[config.mk]
export PLATFORM = sky130hd
export DESIGN_NAME = puck_motion
export DESIGN_NICKNAME = d
export VERILOG_FILES = /design/src/rtl/puck_motion_pkg.sv /design/src/rtl/puck_motion_paddle_hit.sv /design/src/rtl/puck_motion.sv
export SDC_FILE = /design/constraint.sdc
export NUM_CORES = 1
export LEC_CHECK = 0
export ABC_AREA = 1
export BUFFER_PORTS_ARGS = -buffer_cell sky130_fd_sc_hd__buf_2
export CAP_MARGIN = 10
export CORE_MARGIN = 2
export CORE_UTILIZATION = 54
export CTS_CLUSTER_DIAMETER = 150
export CTS_CLUSTER_SIZE = 30
export DETAILED_ROUTE_END_ITERATION = 7
export PLACE_DENSITY = 0.87
export SLEW_MARGIN = 20
export SYNTH_ARGS = -nofsm -noshare
export SYNTH_HDL_FRONTEND = slang
export SYNTH_SLANG_ARGS = --single-unit
[constraint.sdc]
create_clock -name clk -period 3 [get_ports clk]
set_input_delay 0.6 -clock clk [delete_from_list [all_inputs] [get_ports clk]]
set_output_delay 0.6 -clock clk [all_outputs]
set_load 0.05 [all_outputs]
[src/rtl/puck_motion_pkg.sv]
// Shared game package: screen and paddle geometry, puck/score constants,
// the game state encoding and small helpers. The renderer imports the same
// package so geometry never drifts between motion and drawing.
package puck_motion_pkg;

    localparam int GAME_SCR_W       = 640;
    localparam int GAME_SCR_H       = 480;
    localparam int GAME_PUCK_SZ     = 8;
    localparam int GAME_PAD_H       = 64;
    localparam int GAME_PAD_W       = 8;
    localparam int GAME_PAD_XL      = 16;
    localparam int GAME_PAD_XR      = 616;
    localparam int GAME_SPEED       = 2;
    localparam int GAME_WIN_SCORE   = 7;
    localparam int GAME_HOLD_FRAMES = 60;

    // 12-bit signed working coordinates: wide enough that a step past the
    // left/top edge goes negative instead of wrapping.
    localparam int COORD_W = 12;
    typedef logic signed [COORD_W-1:0] coord_t;

    typedef enum logic [1:0] {
        ST_IDLE = 2'd0,
        ST_MOVE = 2'd1,
        ST_HOLD = 2'd2,
        ST_OVER = 2'd3
    } game_state_e;

    // Score increment that sticks at the winning value.
    function automatic logic [3:0] sat_inc(input logic [3:0] s, input logic [3:0] lim);
        sat_inc = (s >= lim) ? lim : s + 4'd1;
    endfunction

endpackage

[src/rtl/puck_motion_paddle_hit.sv]
// paddle_hit: combinational overlap test between the puck's candidate
// position and one paddle.
//   puck_x_i, puck_y_i : puck top-left (x is the next-frame x, y the current y)
//   pad_x_i, pad_y_i   : paddle left edge and top edge
//   hit_o              : puck overlaps (or touches the inner face of) the paddle
// RIGHT selects which paddle face counts as touching: the left paddle's
// right face or the right paddle's left face.
module paddle_hit
    import puck_motion_pkg::*;
#(
    parameter int PUCK_SZ = GAME_PUCK_SZ,
    parameter int PAD_W   = GAME_PAD_W,
    parameter int PAD_H   = GAME_PAD_H,
    parameter bit RIGHT   = 1'b0
) (
    input  coord_t puck_x_i,
    input  coord_t puck_y_i,
    input  coord_t pad_x_i,
    input  coord_t pad_y_i,
    output logic   hit_o
);

    localparam coord_t SZ = coord_t'(PUCK_SZ);
    localparam coord_t PW = coord_t'(PAD_W);
    localparam coord_t PH = coord_t'(PAD_H);

    logic x_ov;
    logic y_ov;

    always_comb begin
        if (RIGHT) begin
            x_ov = (puck_x_i + SZ >= pad_x_i) && (puck_x_i < pad_x_i + PW);
        end else begin
            x_ov = (puck_x_i <= pad_x_i + PW) && (puck_x_i + SZ > pad_x_i);
        end
        y_ov  = (puck_y_i + SZ > pad_y_i) && (puck_y_i < pad_y_i + PH);
        hit_o = x_ov && y_ov;
    end

endmodule

[src/rtl/puck_motion.sv]
// puck_motion: per-frame puck movement, wall/paddle reflection, scoring
// and serve/hold/game-over sequencing for a two-paddle game.
//   clk, rst_n          : pixel clock, asynchronous active-low reset
//   frame_tick          : one pulse per frame; all motion/score updates use it
//   serve               : one-cycle serve button pulse
//   pad_l_y, pad_r_y    : paddle top y, only looked at on frame_tick
//   puck_x, puck_y      : registered puck top-left
//   score_l, score_r    : registered scores, saturating at WIN_SCORE
//   goal                : one-cycle pulse, high together with the new score
//   state               : game state (IDLE/MOVE/HOLD/OVER), also for debug
module puck_motion
    import puck_motion_pkg::*;
#(
    parameter int SCR_W       = GAME_SCR_W,
    parameter int SCR_H       = GAME_SCR_H,
    parameter int PUCK_SZ     = GAME_PUCK_SZ,
    parameter int PAD_H       = GAME_PAD_H,
    parameter int PAD_W       = GAME_PAD_W,
    parameter int PAD_XL      = GAME_PAD_XL,
    parameter int PAD_XR      = GAME_PAD_XR,
    parameter int SPEED       = GAME_SPEED,
    parameter int WIN_SCORE   = GAME_WIN_SCORE,
    parameter int HOLD_FRAMES = GAME_HOLD_FRAMES
) (
    input  logic       clk,
    input  logic       rst_n,
    input  logic       frame_tick,
    input  logic       serve,
    input  logic [9:0] pad_l_y,
    input  logic [9:0] pad_r_y,
    output logic [9:0] puck_x,
    output logic [9:0] puck_y,
    output logic [3:0] score_l,
    output logic [3:0] score_r,
    output logic       goal,
    output logic [1:0] state
);

    localparam coord_t         SPD       = coord_t'(SPEED);
    localparam coord_t         MAX_X     = coord_t'(SCR_W - PUCK_SZ);
    localparam coord_t         MAX_Y     = coord_t'(SCR_H - PUCK_SZ);
    localparam logic [9:0]     MAX_X_P   = 10'(SCR_W - PUCK_SZ);
    localparam logic [9:0]     MAX_Y_P   = 10'(SCR_H - PUCK_SZ);
    localparam logic [9:0]     CENTRE_X  = 10'((SCR_W - PUCK_SZ) / 2);
    localparam logic [9:0]     CENTRE_Y  = 10'((SCR_H - PUCK_SZ) / 2);
    localparam logic [9:0]     L_REST_X  = 10'(PAD_XL + PAD_W);
    localparam logic [9:0]     R_REST_X  = 10'(PAD_XR - PUCK_SZ);
    localparam coord_t         PAD_XL_C  = coord_t'(PAD_XL);
    localparam coord_t         PAD_XR_C  = coord_t'(PAD_XR);
    localparam logic [3:0]     WIN       = 4'(WIN_SCORE);
    localparam int             HOLD_W    = $clog2(HOLD_FRAMES + 1);
    localparam logic [HOLD_W-1:0] HOLD_LAST = HOLD_W'(HOLD_FRAMES - 1);

    game_state_e       state_q, state_d;
    logic [9:0]        x_q, x_d, y_q, y_d;
    logic              vx_pos_q, vx_pos_d, vy_pos_q, vy_pos_d;
    logic [3:0]        score_l_q, score_l_d, score_r_q, score_r_d;
    logic              goal_q, goal_d;
    logic [HOLD_W-1:0] hold_q, hold_d;

    coord_t cur_x, cur_y, vx, vy, nx, ny, pad_l_ext, pad_r_ext;
    logic   hit_l, hit_r, left_hit, right_hit;

    assign cur_x     = $signed({2'b00, x_q});
    assign cur_y     = $signed({2'b00, y_q});
    assign vx        = vx_pos_q ? SPD : -SPD;
    assign vy        = vy_pos_q ? SPD : -SPD;
    assign nx        = cur_x + vx;
    assign ny        = cur_y + vy;
    assign pad_l_ext = $signed({2'b00, pad_l_y});
    assign pad_r_ext = $signed({2'b00, pad_r_y});

    // Horizontal test uses the next x; vertical overlap uses the current y.
    paddle_hit #(.PUCK_SZ(PUCK_SZ), .PAD_W(PAD_W), .PAD_H(PAD_H), .RIGHT(1'b0)) u_hit_l (
        .puck_x_i(nx), .puck_y_i(cur_y), .pad_x_i(PAD_XL_C), .pad_y_i(pad_l_ext), .hit_o(hit_l)
    );
    paddle_hit #(.PUCK_SZ(PUCK_SZ), .PAD_W(PAD_W), .PAD_H(PAD_H), .RIGHT(1'b1)) u_hit_r (
        .puck_x_i(nx), .puck_y_i(cur_y), .pad_x_i(PAD_XR_C), .pad_y_i(pad_r_ext), .hit_o(hit_r)
    );

    // A paddle only reflects a puck travelling towards it.
    assign left_hit  = hit_l && !vx_pos_q;
    assign right_hit = hit_r && vx_pos_q;

    // State register.
    always_ff @(posedge clk or negedge rst_n) begin
        if (!rst_n) state_q <= ST_IDLE;
        else        state_q <= state_d;
    end

    // Datapath registers.
    always_ff @(posedge clk or negedge rst_n) begin
        if (!rst_n) begin
            x_q       <= CENTRE_X;
            y_q       <= CENTRE_Y;
            vx_pos_q  <= 1'b1;
            vy_pos_q  <= 1'b1;
            score_l_q <= '0;
            score_r_q <= '0;
            goal_q    <= 1'b0;
            hold_q    <= '0;
        end else begin
            x_q       <= x_d;
            y_q       <= y_d;
            vx_pos_q  <= vx_pos_d;
            vy_pos_q  <= vy_pos_d;
            score_l_q <= score_l_d;
            score_r_q <= score_r_d;
            goal_q    <= goal_d;
            hold_q    <= hold_d;
        end
    end

    // Next-state and next-datapath logic.
    always_comb begin
        state_d   = state_q;
        x_d       = x_q;
        y_d       = y_q;
        vx_pos_d  = vx_pos_q;
        vy_pos_d  = vy_pos_q;
        score_l_d = score_l_q;
        score_r_d = score_r_q;
        goal_d    = 1'b0;
        hold_d    = hold_q;
        case (state_q)
            ST_IDLE: begin
                if (serve) state_d = ST_MOVE;
            end
            ST_MOVE: begin
                if (frame_tick) begin
                    if (ny <= 0) begin
                        y_d      = '0;
                        vy_pos_d = 1'b1;
                    end else if (ny >= MAX_Y) begin
                        y_d      = MAX_Y_P;
                        vy_pos_d = 1'b0;
                    end else begin
                        y_d = ny[9:0];
                    end
                    if (left_hit) begin
                        x_d      = L_REST_X;
                        vx_pos_d = 1'b1;
                    end else if (right_hit) begin
                        x_d      = R_REST_X;
                        vx_pos_d = 1'b0;
                    end else if (nx <= 0) begin
                        // Left wall reached: right player scores, next serve
                        // heads back towards the left (conceding) player.
                        x_d       = '0;
                        score_r_d = sat_inc(score_r_q, WIN);
                        goal_d    = 1'b1;
                        vx_pos_d  = 1'b0;
                        state_d   = ST_HOLD;
                    end else if (nx >= MAX_X) begin
                        x_d       = MAX_X_P;
                        score_l_d = sat_inc(score_l_q, WIN);
                        goal_d    = 1'b1;
                        vx_pos_d  = 1'b1;
                        state_d   = ST_HOLD;
                    end else begin
                        x_d = nx[9:0];
                    end
                end
            end
            ST_HOLD: begin
                if (frame_tick) begin
                    if (hold_q == HOLD_LAST) begin
                        hold_d  = '0;
                        x_d     = CENTRE_X;
                        y_d     = CENTRE_Y;
                        state_d = (score_l_q == WIN || score_r_q == WIN) ? ST_OVER : ST_IDLE;
                    end else begin
                        hold_d = hold_q + HOLD_W'(1);
                    end
                end
            end
            ST_OVER: begin
                if (serve) begin
                    score_l_d = '0;
                    score_r_d = '0;
                    x_d       = CENTRE_X;
                    y_d       = CENTRE_Y;
                    state_d   = ST_IDLE;
                end
            end
            default: state_d = ST_IDLE;
        endcase
    end

    // Outputs straight from registers.
    always_comb begin
        puck_x  = x_q;
        puck_y  = y_q;
        score_l = score_l_q;
        score_r = score_r_q;
        goal    = goal_q;
        state   = state_q;
    end

endmodule

## Yosys cells after proc, flatten, opt, wreduce, memory -nomap -nowiden

Index checks and enable logic that the tools add are counted.

| storage, ports and cells | value |
|---|---|
| register bits after elaboration | 39 |
| input port bits | 24 |
| output and inout port bits | 31 |
| word-level logic and storage cells | 127 |

| cells by class | value |
|---|---|
| $add $sub $neg | 9 |
| order comparisons | 14 |
| equality and inequality tests | 17 |
| mux-type cells | 56 |
| reduce and logical (&&, ||, !) cells | 22 |

Operator list:

| cell | number |
|---|---|
| $mux W10 | 14 |
| $pmux W10 S3 | 2 |
| $mux W4 | 12 |
| $add A11 B12 Y12 | 2 |
| $ge A12 B11 Y1 const B | 2 |
| $gt A12 B11 Y1 | 2 |
| $le A12 B1 Y1 const B | 2 |
| $lt A11 B12 Y1 | 2 |
| $mux W12 | 2 |
| $add A10 B7 Y11 const B | 2 |
| $mux W2 | 10 |
| $ne A2 B2 Y1 const B | 10 |
| $pmux W4 S2 | 2 |
| $add A12 B5 Y12 const B | 1 |
| $ge A12 B10 Y1 const B | 1 |
| $gt A12 B6 Y1 const B | 1 |
| $le A12 B6 Y1 const B | 1 |
| $lt A12 B11 Y1 const B | 1 |
| $mux W1 | 12 |
| $add A10 B4 Y11 const B | 1 |
| $add A4 B1 Y4 const B | 2 |
| $eq A4 B3 Y1 const B | 2 |
| $ge A4 B3 Y1 const B | 2 |
| $logic_and A1 B1 Y1 | 8 |
| 19 further kinds | 22 |

## Logic depth before layout (Yosys ltp)

Gate-level depths: netlist of run 1.

| depth | value |
|---|---|
| word-level depth | 11 |
| depth in mapped cells | 27 |
| gate-level depth less buffers | 27 |

## Modules after synthesis

A second synthesis of run 1 with hierarchy kept.

| unflattened totals | value |
|---|---|
| cells, all modules | 1,057 |
| area total of the unflattened synthesis | 6,646.4 um2 |

Modules (own cells, without submodules):

| module | times used | cells an instance | area an instance (um2) | sequential area each (um2) |
|---|---|---|---|---|
| puck_motion | 1 | 496 | 3,206.8 | 940.9 |
| paddle_hit at u_hit_r | 1 | 281 | 1,737.9 | 0.0 |
| paddle_hit at u_hit_l | 1 | 280 | 1,701.6 | 0.0 |

## Worst setup path before layout of run 1

No wires, ideal clock.

| timing path | value |
|---|---|
| path kind | register to register |
| start | register vx_pos_q |
| end | register state_q[1] (netlist: state[1]) |
| setup time | 0.120 ns |
| arrival | 3.046 ns |
| data required time | 2.880 ns |
| path slack | -0.166 ns |
| cell stages (with the launch flop) | 23 |
| path buffers | 0 |
| period minus slack after synthesis | 3.166 ns |
| cell sequence | dfstp_2 inv_1 ha_1 nand3_1 nand2_2 nand2_1 nand2_1 inv_1 ha_1 inv_1 nor2_4 nand2_2 nand2_1 a22oi_2 nand2_1 nand2_1 nand2_1 nand2_4 nand2_4 nand2_4 nand2_2 nand2_1 nand2_1 |

| on the way | value |
|---|---|
| word-level cells in the longest chain between the ends | 9 |
| elaborated cells between the ends (all ways) | 25 |
| those cells by class | 2 x add/sub; 6 x order compare; 3 x eq/ne; 6 x mux; 8 x reduce/logical |

Ends and longest elaborated chain:

| element | RTL line | RTL |
|---|---|---|
| start: declaration | puck_motion.sv:56 | `logic vx_pos_q, vx_pos_d, vy_pos_q, vy_pos_d;` |
| start signal: assignment | puck_motion.sv:105 | `vx_pos_q <= vx_pos_d;` |
| $mux W12 | puck_motion.sv:66 | `assign vx = vx_pos_q ? SPD : -SPD;` |
| $add A11 B12 Y12 | puck_motion.sv:68 | `assign nx = cur_x + vx;` |
| $add A12 B5 Y12 | -- |  |
| $ge A12 B11 Y1 / $gt A12 B6 Y1 (equally long branches) | puck_motion_paddle_hit.sv:32, puck_motion_paddle_hit.sv:34 |  |
| $logic_and A1 B1 Y1 (on tied branches) | puck_motion_paddle_hit.sv:32, puck_motion_paddle_hit.sv:34 |  |
| $logic_and A1 B1 Y1 | puck_motion_paddle_hit.sv:37 | `hit_o = x_ov && y_ov;` |
| $logic_and A1 B1 Y1 (on tied branches) | puck_motion.sv:83, puck_motion.sv:82 |  |
| $ne A2 B2 Y1 (no line) | -- |  |
| $reduce_and A8 Y1 (no line) | -- |  |
| end signal: assignment | puck_motion.sv:88 | `else state_q <= state_d;` |
| end: declaration | puck_motion.sv:54 | `game_state_e state_q, state_d;` |

Several ways; a longest one is shown, not always the timed one. The select of a mux whose other input is x is not followed.
A chain may end at the register's enable or synchronous reset.

## Worst setup path in the final report of run 1

| timing path | value |
|---|---|
| start | register vx_pos_q |
| end | register score_r_q[3] (netlist: score_r[3]) |

| on the way | value |
|---|---|
| word-level cells in the longest chain between the ends | 9 |
| elaborated cells between the ends (all ways) | 19 |
| those cells by class | 2 x add/sub; 5 x order compare; 3 x eq/ne; 1 x mux; 8 x reduce/logical |

Ends and longest elaborated chain:

| element | RTL line | RTL |
|---|---|---|
| $mux W12 | puck_motion.sv:66 |  |
| $add A11 B12 Y12 | puck_motion.sv:68 |  |
| $add A12 B5 Y12 | -- |  |
| $ge A12 B11 Y1 / $gt A12 B6 Y1 (equally long branches) | puck_motion_paddle_hit.sv:32, puck_motion_paddle_hit.sv:34 |  |
| $logic_and A1 B1 Y1 (on tied branches) | puck_motion_paddle_hit.sv:32, puck_motion_paddle_hit.sv:34 |  |
| $logic_and A1 B1 Y1 | puck_motion_paddle_hit.sv:37 |  |
| $logic_and A1 B1 Y1 (on tied branches) | puck_motion.sv:83, puck_motion.sv:82 |  |
| $ne A2 B2 Y1 (no line) | -- |  |
| $reduce_and A6 Y1 (no line) (*) | -- |  |
| end signal: assignment | puck_motion.sv:108 | `score_r_q <= score_r_d;` |
| end: declaration | puck_motion.sv:57 | `logic [3:0] score_l_q, score_l_d, score_r_q, score_r_d;` |

Every way passes the cells marked *; elsewhere a longest branch is shown, timed or not.

==> key figures, run 1 <==
CTS
  • CTS root buf: clkbuf_8
  • CTS tree: yes
  • Clock Sink Count: 37
  • Total CTS buffers: 5
  • H-tree depth: 2
  • Latest clock arrival within the worst-skew pair: 0.29 ns
  • Clock-pin slew on the worst setup and hold paths: 0.08 ns
  • Deepest clock path buffer count: 2
  • Hold_buf cts: 0

Critical path
  • Worst path bufs/invs: 3
  • Worst reg-to-reg path cell count: 20
  • RR Endpoint: score_r[3]$_DFFE_PN0P_
  • CP required: 3.23 ns
  • Crit-path cells: clkinvlp_4 > buf_6 > ha_4 > nand2_1 > nand2_1 > a21oi_2 > nand2_2 > nand2_1 > nand2_1 > nand2_1 > nand2_2 > inv_1 > nand4_1 > nand3_1 > nand4_4 > nand2_4 > nand2_8 > nand2_4 > nand2_1 > nand2_1
  • CP Capture Type: register
  • R2r setup slk: -0.18 ns
  • Most common cell on crit path: nand2_1
  • Reg2reg start: vx_pos_q$_DFFE_PN1P_
  • CP max stage delay: 0.56 ns
  • CP delay by family, top: simple AND/OR/NAND/NOR gates
  • Largest fanout on the critical path: 8
  • Critical path class: register to register
  • Slowest CP cell: dfstp_2
  • Levels on crit path: 20
  • Critical Path AT: 3.41 ns
  • CP startpoint kind: register

STA
  • Worst Max-Slew Pin Slew: 0.798 ns
  • Worst Slack Setup Final: -0.175 ns
  • Tcrit/Tclk final: 106%
  • # setup viols final: 21
  • Rel. slew slack: 46.8%
  • F_max: 315 MHz
  • RSZ-0062 raised after global routing: true
  • Worst Skew: 0.0100 ns
  • Final hold vios: 0
  • Fin. max-slew vios: 0
  • Final min period: 3.18 ns

Yosys
  • Syn_area_per_cell: 6.87 µm²
  • Synth area leaders: ha_1, dfrtp_1, nand2_1, inv_1, dfstp_2
  • Post-synth EDFFs: 0
  • Most frequently used flop master after synthesis: dfrtp_1
  • Sequential fraction of the synthesis area: 20.7%
  • Cell accounting for the most synthesized area: ha_1
  • Synth top cells by count: nand2_1, inv_1, ha_1
  • Synth Register Bits: 37
  • Netlist cell types: 49
  • Synth Warn #: 0
  • Syn Inst Count: 661
  • Most common cell in the netlist: nand2_1
  • Syn Std Cell Area: 0.00454 mm²
  • Share of the synthesized area in the top cell type: 16.5%
  • Async set-reset flop share out of synthesis: 100%

Drt
  • DRC: 0
  • Vias after detailed routing: 5086
  • Drt total wl: 13900 µm
  • ANT nets after route: 0
  • DR vias/cell: 5.79
  • Iteration-0 DRC Markers: 370
  • First-pass iteration count of the detailed router: 7
  • Avg WL per Cell: 15.9 µm

Run
  • Number of max-cap violations: 0

Floorplan
  • Top Ports: 55
  • Die area: 0.00916 mm²
  • CORE AREA: 0.00818 mm²
  • Starting Density: 55.6%
  • Chip Height: 95.7 µm
  • Die width: 95.7 µm
  • Row count: 33

Global route
  • Grt ovf: 0
  • All-layer global routing usage: 28.5%
  • Grt met2 use: 48.4%
  • First-pass GRT wire length: 21000 µm
  • Pin count of the biggest net entering global routing: 38
  • M1 GR Usage: 38.7%
  • Initial antenna violation count: 0
  • Vias in the first global route: 4613
  • GR peak layer: met2
  • Met3 usage: 2.27%

Run status
  • Failing checks: setup timing
  • Result of the run: finished, violations left

Hold path
  • HP Class: input port to asynchronous set/reset pin

Placed design
  • Final weighted congestion in routability-driven placement: 0.930
  • # port buffers: 52
  • Post-detail-place hpwl: 9980 µm

Cells and area
  • Area Overhead vs Synth: 28.7%
  • Layout cells sized above 1: 33.4%
  • Nets: 858
  • # diodes: 0
  • Fin util: 71.5%
  • Fillers: 622
worst max path at each step:
stage	start	to	slack, ns
finish	vx_pos_q$_DFFE_PN1P_	score_r[3]$_DFFE_PN0P_	-0.18
global route	vx_pos_q$_DFFE_PN1P_	state[0]$_DFFE_PN0P_	-0.37
detailed placement	vx_pos_q$_DFFE_PN1P_	score_l[3]$_DFFE_PN0P_	-0.17
global placement	vx_pos_q$_DFFE_PN1P_	score_l[2]$_DFFE_PN0P_	-0.05
floorplan	vx_pos_q$_DFFE_PN1P_	state[1]$_DFFE_PN0P_	0.0001
CTS	vx_pos_q$_DFFE_PN1P_	score_l[2]$_DFFE_PN0P_	-0.09
per-stage QoR:
step                      setup TNS (ns)  setup WS [ns]  hold WS [ns]  std cells  cell area, µm²
after global routing               -6.57         -0.367         0.451        878            5850
after floorplan                        0       0.000102         0.304        662            4620
after detailed placement           -1.40         -0.172         0.504        849            5250
after CTS                         -0.840        -0.0928         0.422        866            5500
after global placement            -0.326        -0.0470         0.489        849            5250
final                              -2.42         -0.175         0.391        878            5850
cell usage in the layout (no fill, tap or decap), types with 5 or more instances in the layout:
master,netlist,final
nor2_4,7,10
buf_4,2,52
inv_1,92,85
o21ai_1,5,8
nand2_4,7,10
nand3_2,8,10
buf_2,1,52
a21oi_1,45,40
nor2_1,54,48
o21ai_0,18,14
ha_4,0,11
dfstp_2,12,10
o31ai_1,6,6
nand3b_1,5,5
xor2_1,13,12
ha_1,60,47
clkbuf_8,0,6
nor3_1,10,9
a21oi_2,3,8
nor2_2,4,7
nand3_1,41,37
nand4_1,19,19
dfrtp_1,25,23
inv_2,7,10
nand2_2,16,36
nand2_1,160,136
registers in the layout (all words and copies together) (netlist names):
register	count
vx_pos_q	1
vy_pos_q	1
score_r	4
score_l	4
state	2
goal	1
puck_y	9
hold_q	6
puck_x	9
cell families after synthesis:
family | after synthesis | synth area share [%]
AOI/OAI and AO/OA | 95 | 12.2
xor gates and xnor gates | 18 | 3.64
adders and majority gates | 62 | 17.4
buffers and inverters | 105 | 8.93
DFF | 37 | 20.7
other | 1 | 0.0826
and+or+nand+nor | 343 | 37.0
what timing repair did:
item                                    in CTS  in global routing
resized for setup                           19                 63
pin swaps                                   15                 17
setup buffers                                9                 12
endpoints found under the setup margin      22                 30
hold endpoints to repair                     0                  0
cell type report:
class                   instances  area [µm²]  area share, %
inverters                     100         393           6.72
flip-flops and latches         37         951           16.3
well taps                     105         131           2.25
multi-input cells             520        3580           61.3
clock buffers                   8        90.1           1.54
repair buffers                108         696           11.9
metal layers:
metal	up-vias	part of all wire (%)	routed length, µm
li1	2402	-	-
met1	2376	42	5900
met2	255	48	6750
met3	53	5.9	828
met4	0	3.3	464
met5	-	0	0
Power of run 1 is left out: the tool's default activity adds up to more than one toggle a clock period on the data nets, which glitch-free logic cannot reach.
==> inputs of run 2 (changes only) <==
- CORE_ASPECT_RATIO: default -> 1.25
- CORE_UTILIZATION: 54 -> 60
- PLACE_DENSITY: 0.87 -> 0.91
- SETUP_SLACK_MARGIN: default -> 0.5
- clock period: 3 -> 3.7 ns (I/O delays scaled with it)
==> key figures, run 2 (synthesized netlist as in run 1, its figures left out) <==
Drt
  • Drt total wl: 12900 µm (was 13900 µm)
  • Iteration-0 DRC Markers: 195 (was 370)
  • Avg WL per Cell: 15.6 µm (was 15.9 µm)
  • ANT nets after route: 0 (unchanged)
  • DR vias/cell: 5.90 (was 5.79)
  • DRC: 0 (unchanged)
  • Vias after detailed routing: 4874 (was 5086)
  • First-pass iteration count of the detailed router: 5 (was 7)

Cells and area
  • Layout cells sized above 1: 25.1% (was 33.4%)
  • Sequential cell area: 942 µm² (was 951 µm²)
  • Area Overhead vs Synth: 17.9% (was 28.7%)
  • Finished Layout Cells: 826 (was 878)
  • Multi-input gate area: 0.00345 mm² (was 0.00358 mm²)
  • # diodes: 0 (unchanged)
  • Nets: 819 (was 858)
  • Fin util: 72.8% (was 71.5%)
  • Fillers: 530 (was 622)
  • Commonest non-fill, non-tap cell in the layout: nand2_1 (unchanged)
  • Most frequent cells in the layout: nand2_1, inv_1, nor2_1, buf_2, ha_1 (was nand2_1, inv_1, buf_2, buf_4, nor2_1)

Floorplan
  • CORE AREA: 0.00736 mm² (was 0.00818 mm²)
  • Chip Height: 101 µm (was 95.7 µm)
  • Row count: 35 (was 33)
  • Die width: 81.8 µm (was 95.7 µm)
  • Top Ports: 55 (unchanged)
  • Starting Density: 61.7% (was 55.6%)
  • Die area: 0.00829 mm² (was 0.00916 mm²)

Critical path
  • CP startpoint kind: register (unchanged)
  • R2r setup slk: 0.56 ns (was -0.18 ns)
  • Critical Path AT: 3.39 ns (was 3.41 ns)
  • CP delay by family, top: simple AND/OR/NAND/NOR gates (unchanged)
  • Levels on crit path: 20 (unchanged)
  • Reg2reg start: vx_pos_q$_DFFE_PN1P_ (unchanged)
  • Crit-path cells: inv_2 > buf_4 > ha_4 > nand2_1 > inv_1 > nand2_1 > nand2_1 > nand3_1 > nand3_1 > nand2_1 > nand2_1 > inv_1 > o21ai_2 > nand3b_1 > nor2_4 > nand2_4 > buf_4 > nand3_1 > o21ai_1 > inv_1 (was clkinvlp_4 > buf_6 > ha_4 > nand2_1 > nand2_1 > a21oi_2 > nand2_2 > nand2_1 > nand2_1 > nand2_1 > nand2_2 > inv_1 > nand4_1 > nand3_1 > nand4_4 > nand2_4 > nand2_8 > nand2_4 > nand2_1 > nand2_1)
  • Slowest CP cell: dfstp_2 (unchanged)
  • Critical path class: register to register (unchanged)
  • Worst reg-to-reg path cell count: 20 (unchanged)
  • RR Endpoint: puck_x[5]$_DFFE_PN1P_ (was score_r[3]$_DFFE_PN0P_)
  • Critical path endpoint: puck_x[5]$_DFFE_PN1P_ (was score_r[3]$_DFFE_PN0P_)
  • CP Capture Type: register (unchanged)
  • Largest fanout on the critical path: 9 (was 8)
  • CP required: 3.95 ns (was 3.23 ns)
  • CP Launch Point: vx_pos_q$_DFFE_PN1P_ (unchanged)
  • Most common cell on crit path: nand2_1 (unchanged)
  • CP max stage delay: 0.56 ns (about the same)
  • Worst path bufs/invs: 6 (was 3)

STA
  • Fin. max-slew vios: 0 (unchanged)
  • Final hold vios: 0 (unchanged)
  • Worst Skew: 0.0103 ns (was 0.0100 ns)
  • Final min period: 3.14 ns (was 3.18 ns)
  • Tcrit/Tclk final: 84.9% (was 106%)
  • Sum of negative setup slack: 0 ns (was -2.42 ns)
  • # setup viols final: 0 (was 21)
  • RSZ-0062 raised after global routing: false (was true)
  • F_max: 318 MHz (was 315 MHz)
  • Rel. slew slack: 43.4% (was 46.8%)
  • Worst Slack Setup Final: 0.560 ns (was -0.175 ns)
  • Worst Max-Slew Pin Slew: 0.849 ns (was 0.798 ns)

CTS
  • Total CTS buffers: 5 (unchanged)
  • Hold_buf cts: 0 (unchanged)
  • CTS root buf: clkbuf_8 (unchanged)
  • Clock-pin slew on the worst setup and hold paths: 0.08 ns (about the same)
  • Latest clock arrival within the worst-skew pair: 0.29 ns (about the same)
  • H-tree depth: 2 (unchanged)
  • Clock Sink Count: 37 (unchanged)
  • Deepest clock path buffer count: 2 (unchanged)
  • CTS tree: yes (unchanged)

Global route
  • Grt met2 use: 53.8% (was 48.4%)
  • GR peak layer: met2 (unchanged)
  • First-pass GRT wire length: 19600 µm (was 21000 µm)
  • Vias in the first global route: 4534 (was 4613)
  • Initial antenna violation count: 0 (unchanged)
  • Pin count of the biggest net entering global routing: 38 (unchanged)
  • M1 GR Usage: 33.2% (was 38.7%)
  • Grt ovf: 0 (unchanged)
  • All-layer global routing usage: 29.8% (was 28.5%)
  • Met3 usage: 3.92% (was 2.27%)

Placed design
  • # port buffers: 52 (unchanged)
  • Post-detail-place hpwl: 9460 µm (was 9980 µm)
  • Dpl cells: 803 (was 849)
  • Final weighted congestion in routability-driven placement: 0.951 (was 0.930)
  • Pre-CTS setup slack: 0.338 ns (was -0.172 ns)

Run
  • Number of max-cap violations: 0 (unchanged)

Run status
  • Result of the run: completed (was finished, violations left)

Hold path
  • HP Class: register to register (was input port to asynchronous set/reset pin)
==> run 2: changes by cell type in the layout (fill, tap and decap cells not counted), sizes merged <==
| cell | delta |
|---|---|
| buf | -40 |
| inv | +1 |
| clkbuf | -2 |
| clkinv | +2 |
==> run 2: worst register-to-register path, cell delays in order, from the launching register on <==
cell and delay (ns):
dfstp_2 0.56, inv_2 0.08, buf_4 0.20, ha_4 0.32, nand2_1 0.10, inv_1 0.08, nand2_1 0.11, nand2_1 0.09
nand3_1 0.08, nand3_1 0.09, nand2_1 0.05, nand2_1 0.19, inv_1 0.19, o21ai_2 0.15, nand3b_1 0.17, nor2_4 0.13
nand2_4 0.09, buf_4 0.17, nand3_1 0.10, o21ai_1 0.09, inv_1 0.06
==> run 2: worst min path at each step <==
stage	endpoint	cells past startpoint	slack [ns]	start
5_1_grt	puck_x[8]$_DFFE_PN1P_	2	0.55	puck_x[8]$_DFFE_PN1P_
6_report	puck_x[8]$_DFFE_PN1P_	2	0.52	puck_x[8]$_DFFE_PN1P_
3_3_place_gp	hold_q[1]$_DFFE_PN0P_	2	0.49	hold_q[1]$_DFFE_PN0P_
4_1_cts	hold_q[1]$_DFFE_PN0P_	2	0.52	hold_q[1]$_DFFE_PN0P_
3_5_place_dp	hold_q[1]$_DFFE_PN0P_	2	0.50	hold_q[1]$_DFFE_PN0P_
2_1_floorplan	goal$_DFF_PN0_	0	0.44	rst_n
==> run 2: per-stage QoR <==
| step | cell area (µm²) | hold slack (ns) |
|---|---|---|
| after floorplan | 4550 | 0.444 |
| after global placement | 4910 | 0.493 |
| after detailed placement | 4910 | 0.503 |
| after CTS | 5020 | 0.521 |
| after global routing | 5350 | 0.548 |
| final | 5350 | 0.516 |
==> run 2: layer usage <==
| metal | wire, µm | part of all wire [%] |
|---|---|---|
| met5 | 0 | 0 |
| met2 | 6580 | 51 |
| met3 | 669 | 5.2 |
| met4 | 577 | 4.5 |
| met1 | 5070 | 39 |
==> run 2: cell type report <==
cell class                      instances  area share [%]
Multi-Input combinational cell        520            64.4
Sequential cell                        37            17.6
Inverter                              100            7.13
Timing Repair Buffer                   68            7.10
Tap cell                               92            2.15
Clock buffer                            6            1.36
Clock inverter                          2           0.187
Timing Repair inverter                  1          0.0935
==> run 2: timing repair <==
item,CTS,global route
setup endpoints to repair,21,28
setup buffers,1,13
cloned,0,1
pin swaps,0,11
resized for setup,4,48
Power of run 2 is left out for the same reason.
==> inputs of run 3 (changes only) <==
- CORE_UTILIZATION: 60 -> 54
- PLACE_DENSITY: 0.91 -> 0.87
- clock period: 3.7 -> 2.5 ns (I/O delays scaled with it)
==> key figures, run 3 (synthesized netlist as in run 1, its figures left out) <==
Critical path
  • RR Endpoint: score_l[2]$_DFFE_PN0P_ (was puck_x[5]$_DFFE_PN1P_)
  • CP required: 2.76 ns (was 3.95 ns)
  • Critical path class: register to register (unchanged)
  • CP startpoint kind: register (unchanged)
  • Crit-path cells: clkinvlp_4 > buf_6 > buf_4 > ha_4 > inv_1 > o21bai_2 > nor2_2 > nand2_2 > nand2_2 > nand2_4 > nand2_1 > nor2_2 > nand2_1 > o21ai_1 > and2_1 > nand2_2 > nand2_2 > nand2_4 > nand3_4 > nand2_2 > nand2_1 (was inv_2 > buf_4 > ha_4 > nand2_1 > inv_1 > nand2_1 > nand2_1 > nand3_1 > nand3_1 > nand2_1 > nand2_1 > inv_1 > o21ai_2 > nand3b_1 > nor2_4 > nand2_4 > buf_4 > nand3_1 > o21ai_1 > inv_1)
  • Worst path bufs/invs: 4 (was 6)
  • CP max stage delay: 0.56 ns (about the same)
  • Critical path endpoint: score_l[2]$_DFFE_PN0P_ (was puck_x[5]$_DFFE_PN1P_)
  • Levels on crit path: 21 (was 20)
  • CP delay by family, top: simple AND/OR/NAND/NOR gates (unchanged)
  • CP Launch Point: vx_pos_q$_DFFE_PN1P_ (unchanged)
  • Reg2reg start: vx_pos_q$_DFFE_PN1P_ (unchanged)
  • R2r setup slk: -0.79 ns (was 0.56 ns)
  • Critical Path AT: 3.55 ns (was 3.39 ns)
  • Slowest CP cell: dfstp_2 (unchanged)
  • Largest fanout on the critical path: 8 (was 9)
  • CP Capture Type: register (unchanged)
  • Most common cell on crit path: nand2_2 (was nand2_1)
  • Worst reg-to-reg path cell count: 21 (was 20)

Cells and area
  • Fin util: 83.0% (was 72.8%)
  • Layout cells sized above 1: 45.9% (was 25.1%)
  • # diodes: 0 (unchanged)
  • Nets: 924 (was 819)
  • Finished Layout Cells: 936 (was 826)
  • Commonest non-fill, non-tap cell in the layout: nand2_1 (unchanged)
  • Most frequent cells in the layout: nand2_1, buf_4, inv_1, buf_2 (was nand2_1, inv_1, nor2_1, buf_2, ha_1)
  • Area Overhead vs Synth: 49.8% (was 17.9%)

STA
  • F_max: 304 MHz (was 318 MHz)
  • Final hold vios: 0 (unchanged)
  • Sum of negative setup slack: -18.73 ns (was 0 ns)
  • Worst Skew: 0.0165 ns (was 0.0103 ns)
  • # setup viols final: 30 (was 0)
  • Worst Max-Slew Pin Slew: 0.875 ns (was 0.849 ns)
  • Worst hold slack: 0.288 ns (was 0.516 ns)
  • Final min period: 3.29 ns (was 3.14 ns)
  • Tcrit/Tclk final: 131% (was 84.9%)
  • RSZ-0062 raised after global routing: true (was false)
  • Rel. slew slack: 41.7% (was 43.4%)
  • Fin. max-slew vios: 0 (unchanged)
  • Worst Slack Setup Final: -0.787 ns (was 0.560 ns)

Drt
  • Drt total wl: 18500 µm (was 12900 µm)
  • DR vias/cell: 6.19 (was 5.90)
  • DRC: 0 (unchanged)
  • Iteration-0 DRC Markers: 548 (was 195)
  • First-pass iteration count of the detailed router: 6 (was 5)
  • ANT nets after route: 0 (unchanged)
  • Avg WL per Cell: 19.8 µm (was 15.6 µm)
  • Vias after detailed routing: 5797 (was 4874)

Global route
  • First-pass GRT wire length: 25000 µm (was 19600 µm)
  • Grt ovf: 0 (unchanged)
  • Vias in the first global route: 5601 (was 4534)
  • All-layer global routing usage: 34.3% (was 29.8%)
  • Initial antenna violation count: 0 (unchanged)
  • Pin count of the biggest net entering global routing: 38 (unchanged)

Placed design
  • # port buffers: 52 (unchanged)
  • Final weighted congestion in routability-driven placement: 0.992 (was 0.951)
  • Post-detail-place hpwl: 11000 µm (was 9460 µm)
  • Dpl cells: 905 (was 803)

Floorplan
  • CORE AREA: 0.00819 mm² (was 0.00736 mm²)
  • Row count: 37 (was 35)
  • Starting Density: 55.4% (was 61.7%)
  • Die width: 86.0 µm (was 81.8 µm)
  • Die area: 0.00917 mm² (was 0.00829 mm²)
  • Chip Height: 107 µm (was 101 µm)
  • Top Ports: 55 (unchanged)

CTS
  • Total CTS buffers: 5 (unchanged)
  • Clock Sink Count: 37 (unchanged)
  • H-tree depth: 2 (unchanged)
  • Latest clock arrival within the worst-skew pair: 0.32 ns (was 0.29 ns)
  • Deepest clock path buffer count: 2 (unchanged)
  • CTS tree: yes (unchanged)
  • Hold_buf cts: 0 (unchanged)
  • Clock-pin slew on the worst setup and hold paths: 0.10 ns (was 0.08 ns)
  • CTS root buf: clkbuf_8 (unchanged)

Run
  • Number of max-cap violations: 0 (unchanged)

Run status
  • Failing checks: setup timing
  • Result of the run: finished, violations left (was completed)

Hold path
  • HP Class: input port to asynchronous set/reset pin (was register to register)
-- run 3: changes by cell type in the layout (fill, tap and decap cells not counted), moves of 8 or more --
cell     change
buf_4       +96
nand2_2     +29
nand3_2      +8
nand3_1     -10
a21oi_1      -9
a21oi_2      +9
inv_1        -8
nand2_1     -35
-- run 3: layout make-up --
class | count | area, µm²
clock buffers | 5 | 68.8
clock inverters | 3 | 46.3
fillers | 448 | 1390
inverters | 100 | 407
multi-input cells | 521 | 3980
flip-flops and latches | 37 | 953
well taps | 97 | 121
repair buffers | 173 | 1220
-- run 3: what timing repair did --
item                       4_1_cts  5_1_grt
gates resized for setup        101       70
cloned                           1        0
setup buffers                   13        9
setup endpoints to repair       30       31
pin swaps                       52       41
-- run 3: worst min path at each step --
| stage | from | end | slack, ns | cells past startpoint |
|---|---|---|---|---|
| finish | rst_n | score_l[3]$_DFFE_PN0P_ | 0.29 | 1 |
| global route | rst_n | score_l[3]$_DFFE_PN0P_ | 0.36 | 1 |
| CTS | rst_n | score_r[1]$_DFFE_PN0P_ | 0.32 | 1 |
| detailed placement | hold_q[3]$_DFFE_PN0P_ | hold_q[3]$_DFFE_PN0P_ | 0.50 | 1 |
| global placement | hold_q[3]$_DFFE_PN0P_ | hold_q[3]$_DFFE_PN0P_ | 0.49 | 1 |
| floorplan | rst_n | goal$_DFF_PN0_ | 0.20 | 0 |
-- run 3: metrics by stage --
| stage | setup slack, ns | area [µm²] |
|---|---|---|
| 2_1_floorplan | -0.490 | 4630 |
| 3_3_place_gp | -0.589 | 5720 |
| 3_5_place_dp | -0.670 | 5720 |
| 4_1_cts | -0.521 | 6430 |
| 5_1_grt | -0.913 | 6800 |
| 6_report | -0.787 | 6800 |
-- run 3: layer usage --
| metal | GRT usage (%) | wire length [µm] | up-vias |
|---|---|---|---|
| met5 | 0 | 0 | - |
| met4 | 25.9 | 1640 | 0 |
| met3 | 5.12 | 1530 | 182 |
| met2 | 61.3 | 9030 | 424 |
| met1 | 35.2 | 6300 | 2650 |
| li1 | - | - | 2541 |
Power of run 3 is left out for the same reason.
